## config.mk

```make
export PLATFORM = sky130hd
export DESIGN_NAME = fetch_unit
export DESIGN_NICKNAME = d
export VERILOG_FILES = /design/src/rtl/fetch_unit.sv
export SDC_FILE = /design/constraint.sdc
export NUM_CORES = 1
export LEC_CHECK = 0
export ABC_AREA = 1
export CORE_MARGIN = 3
export CORE_UTILIZATION = 37
export DETAILED_ROUTE_END_ITERATION = 16
export GPL_TIMING_DRIVEN = 0
export MAX_ROUTING_LAYER = met4
export PLACE_DENSITY = 0.69
export SETUP_SLACK_MARGIN = 0.3
export SYNTH_ARGS = -nofsm -noshare
export SYNTH_HDL_FRONTEND = slang
export SYNTH_SLANG_ARGS = --single-unit
```

## constraint.sdc

```tcl
create_clock -name CLK -period 7.8 [get_ports CLK]
set_clock_uncertainty 0.05 [all_clocks]
set_input_delay 1.17 -clock CLK [delete_from_list [all_inputs] [get_ports CLK]]
set_output_delay 1.17 -clock CLK [all_outputs]
set_load 0.01 [all_outputs]
```

## src/rtl/fetch_unit.sv

```systemverilog
// fetch_unit: PC owner and icache read sequencer that holds each word for decode until consumed.
// Optional FETCH_PREFETCH_EN adds a one-entry sequential prefetch buffer for zero-bubble straight-line fetch.
module fetch_unit #(
  parameter logic [31:0] PC_INIT = 32'h0
) (
  input  logic        CLK,
  input  logic        nRST,
  input  logic        ihit,
  input  logic [31:0] imemload,
  output logic        imemREN,
  output logic [31:0] imemaddr,
  input  logic        stall,
  input  logic [1:0]  pcsrc,
  input  logic        branch_taken,
  input  logic [31:0] jr_addr,
  input  logic        halt,
  output logic [31:0] instr,
  output logic        instr_valid,
  output logic [31:0] pc,
  output logic [31:0] npc,
  output logic        halted
);
  typedef enum logic [1:0] {FETCH, HOLD, HALT} state_t;
  state_t      state;
  logic [31:0] fetch_pc, next_pc, br_off;
  logic        consume, seq;
  assign npc         = pc + 32'd4;
  assign consume     = state == HOLD && !stall;
  assign seq         = pcsrc == 2'b00 || (pcsrc == 2'b11 && !branch_taken);
  assign instr_valid = state == HOLD;
  assign halted      = state == HALT;
  always_comb begin
    br_off  = {{14{instr[15]}}, instr[15:0], 2'b00};
    next_pc = pcsrc == 2'b01 ? {npc[31:28], instr[25:0], 2'b00} :
              pcsrc == 2'b10 ? jr_addr :
              (pcsrc == 2'b11 && branch_taken) ? npc + br_off : npc;
  end
`ifdef FETCH_PREFETCH_EN
  logic [31:0] pbuf;
  logic        pbuf_valid;
  assign imemREN  = state == FETCH || (state == HOLD && !pbuf_valid);
  assign imemaddr = state == FETCH ? fetch_pc : npc;
  always_ff @(posedge CLK or negedge nRST) begin
    if (!nRST) begin
      state      <= FETCH;
      fetch_pc   <= PC_INIT;
      pc         <= PC_INIT;
      instr      <= '0;
      pbuf       <= '0;
      pbuf_valid <= 1'b0;
    end else begin
      case (state)
        FETCH: if (ihit) begin
          instr <= imemload;
          pc    <= fetch_pc;
          state <= HOLD;
        end
        HOLD: if (consume) begin
          if (halt) begin
            state      <= HALT;
            pbuf_valid <= 1'b0;
          end else if (seq && pbuf_valid) begin
            instr      <= pbuf;
            pc         <= npc;
            pbuf_valid <= 1'b0;
          end else if (seq && ihit) begin
            instr <= imemload;
            pc    <= npc;
          end else begin
            fetch_pc   <= next_pc;
            state      <= FETCH;
            pbuf_valid <= 1'b0;
          end
        end else if (ihit && !pbuf_valid) begin
          pbuf       <= imemload;
          pbuf_valid <= 1'b1;
        end
        default: state <= HALT;
      endcase
    end
  end
`else
  assign imemREN  = state == FETCH;
  assign imemaddr = fetch_pc;
  always_ff @(posedge CLK or negedge nRST) begin
    if (!nRST) begin
      state    <= FETCH;
      fetch_pc <= PC_INIT;
      pc       <= PC_INIT;
      instr    <= '0;
    end else begin
      case (state)
        FETCH: if (ihit) begin
          instr <= imemload;
          pc    <= fetch_pc;
          state <= HOLD;
        end
        HOLD: if (consume) begin
          if (halt) state <= HALT;
          else begin
            fetch_pc <= next_pc;
            state    <= FETCH;
          end
        end
        default: state <= HALT;
      endcase
    end
  end
`endif
endmodule

```

==> flow_metrics.env <==
export IMPL_ctsHoldBuffers=0
export IMPL_p_leak_nw=4.73
export IMPL_max_freq_ghz=0.248
export IMPL_grt_use_total_pct=28.0
export IMPL_start_util_pct=38.0
export IMPL_globalplace_congestion=0.999
export IMPL_maxSlewViolCount=0
export IMPL_synth_top_family_by_area="simple AND/OR/NAND/NOR gates"
export IMPL_yosysTopAreaCell="dfrtp_1"
export IMPL_multiInputGateArea_sq_um=4370
export IMPL_synth_edff_count=0
export IMPL_synth_compound_area_share_pct=13.1
export IMPL_whs_path_depth=2
export IMPL_core_sq_um=19600
export IMPL_ys_seq_elements=98
export IMPL_setup_tns_ps=0
export IMPL_yosys_area_share_xor_xnor_pct=3.50
export IMPL_end_kind="output pin"
export IMPL_cts_clk_slew_worst_paths_ps=80
export IMPL_synthCells=1021
export IMPL_synth_warnings=0
export IMPL_p_int_w=0.00239
export IMPL_clockBufferDepth=2
export IMPL_yosysUniqueCellTypes=51
export IMPL_relSlewSlack_pct=35.2
export IMPL_avgSynthCellArea_sq_um=7.29
export IMPL_yosys_top_cells_area="dfrtp_1 33%, nand2_1 12%, inv_1 6.1%, ha_1 6.1%, mux2_2 6.1%"
export IMPL_antenna_found_initial=0
export IMPL_cts_tree="yes"
export IMPL_power_density_nw_per_um2=476
export IMPL_dp_hpwl_mm=23.9
export IMPL_root_buffer="clkbuf_16"
export IMPL_synthMuxAreaShare_pct=6.05
export IMPL_clock_power_share_pct=9.6
export IMPL_drc=0
export IMPL_grt_pass1_wl_mm=45.2
export IMPL_synthFlopType="dfrtp_1"
export IMPL_setup_viol=0
export IMPL_p_seq_share_pct=23.1
export IMPL_post_cts_buffers=0
export IMPL_vdd_ir_drop_max_v=0.000256
export IMPL_hold_class="reg2reg"
export IMPL_grt_pass1_vias=7704
export IMPL_critPathMaxFanout=5
export IMPL_viasPerCell=5.31
export IMPL_ios=203
export IMPL_worstSkewPairLatency_ps=360
export IMPL_p_switching_w=0.00242
export IMPL_wl_per_cell_um=19.9
export IMPL_ant_nets=0
export IMPL_p_total_w=0.00481
export IMPL_p_sw_share_pct=50.2
export IMPL_worstMarginPinSlew_ps=972
export IMPL_fp_dieW_um=148
export IMPL_cts_sinks=98
export IMPL_wl_mm=30.0
export IMPL_nets=1344
export IMPL_nFillCells=1960
export IMPL_drive_gt1_share_pct=9.44
export IMPL_num_rows=51
export IMPL_hold_violations=0
export IMPL_portBuffers=202
export IMPL_dr_pass1_iters=6
export IMPL_antenna_diode_count=0
export IMPL_grt_max_degree=52
export IMPL_cts_resized=0
export IMPL_fp_dieH_um=148
export IMPL_area_delta_synth_final_pct=35.9
export IMPL_critPathKind="reg2out"
export IMPL_startpoint_type="flop"
export IMPL_grt_ovfl_total=0
export IMPL_dr_total_vias=7998
export IMPL_mostFrequentLayoutCell="nand2_1"
export IMPL_grt_setup_unrepaired="no"
export IMPL_ys_async_sr_fraction_pct=100
export IMPL_cts_buffers=9
export IMPL_drv_cap=0
export IMPL_seq_area_sq_um=2450
export IMPL_synth_seq_area_share_pct=33.0
export IMPL_critPathRequiredTime_ps=6580
export IMPL_drt_iter0_drc=710
export IMPL_final_cell_mix="241 x nand2_1, 201 x clkdlybuf4s50_1, 121 x inv_1, 108 x nor2_1, 98 x dfrtp_1"
export IMPL_arrival_ps=2820
export IMPL_htreeDepth=3
export IMPL_synthSimpleGateAreaFrac_pct=29.7
export IMPL_period_minus_slack_ps=4040
export IMPL_synth_nets=1130
export IMPL_status="complete, no violations"
export IMPL_r2r_cells=22
export IMPL_die_area_sq_um=21800
export IMPL_p_comb_share_pct=67.4
export IMPL_yosys_area_top_type_share_pct=33.0
export IMPL_syn_cell_area_sq_um=7440
export IMPL_period_share_pct=51.8
export IMPL_synthAdderAreaFrac_pct=6.32
## metrics by stage
step	setup slack (ps)	instances	utilization, %	area, sq um	hold slack (ps)
after floorplan	4850	1021	-	7440	399
after global placement	1720	1488	50.0	9790	422
after detailed placement	4170	1489	50.1	9820	431
after CTS	3830	1505	51.6	10100	447
after global routing	3660	1505	51.6	10100	469
final	3760	1505	51.6	10100	438
## layer usage
metal / vias to the layer above / wire, um / track usage [%]
met5: - / 0 / -
met4: 0 / 711 / 7.76
met3: 51 / 2780 / 7.51
met2: 395 / 13200 / 41.5
met1: 3769 / 13300 / 37.9
li1: 3783 / - / -
## power groups by stage
stage / registers (W) / clock network [W] / logic (W)
3_3_place_gp: 0.00110 / 0 / 0.00317
2_1_floorplan: 0.00111 / 0 / 0.00178
3_5_place_dp: 0.00110 / 0 / 0.00320
6_report: 0.00111 / 0.000460 / 0.00324
4_1_cts: 0.00110 / 0.000465 / 0.00323
5_1_grt: 0.00114 / 0.000483 / 0.00357
## cells by family after synthesis
| logic type | count (synthesis) |
|---|---|
| buffers and inverters | 158 |
| XOR/XNOR | 28 |
| adder cells (fa/ha/maj) | 37 |
| multiplexers | 40 |
| flip-flops | 98 |
| AO/OA/AOI/OAI | 173 |
| AND/OR/NAND/NOR | 487 |
## registers in the layout (all words and copies together), names as in the netlist
| name | flops |
|---|---|
| imemaddr | 32 |
| instr | 32 |
| pc | 32 |
| state | 2 |
## worst max-delay path: stages, from the launching register on
cell and delay, ps:
dfrtp_1 480, nand2_1 190, nor2_1 170, nand2_2 110, nor2_8 160, nand3_1 110, xnor2_1 560, clkdlybuf4s50_1 670
## synth_stat cells (10+ instances only)
| cell | n |
|---|---|
| nand3_1 | 65 |
| o21ai_0 | 44 |
| xor2_1 | 21 |
| mux2_2 | 40 |
| nand4_1 | 10 |
| nand2_1 | 241 |
| a21oi_1 | 74 |
| o21ai_1 | 15 |
| dfrtp_1 | 98 |
| nor3_1 | 11 |
| ha_1 | 36 |
| clkbuf_1 | 16 |
| nand2_2 | 10 |
| nor2_1 | 108 |
| inv_1 | 121 |
## layout make-up
class                      instances  share of cell area [%]
inverter                         128                    4.75
clock buffer                      10                    2.36
sequential                        98                    24.2
clock inverter                     6                   0.557
multi-input combinational        765                    43.2
buffer                            30                    1.41
timing repair buffer             203                    20.2
tap                              265                    3.28
## worst paths after layout
kind                          start            to  slack, ps
max                           pc[9]       npc[23]       3760
min                        state[1]      state[1]        440
max reg2reg                   pc[2]  imemaddr[29]       4060
min reg2reg                state[1]      state[1]        440
max in group asynchronous      nRST  imemaddr[29]       6220
min in group asynchronous      nRST     instr[31]        780
Power figures use the tool's default switching activity.
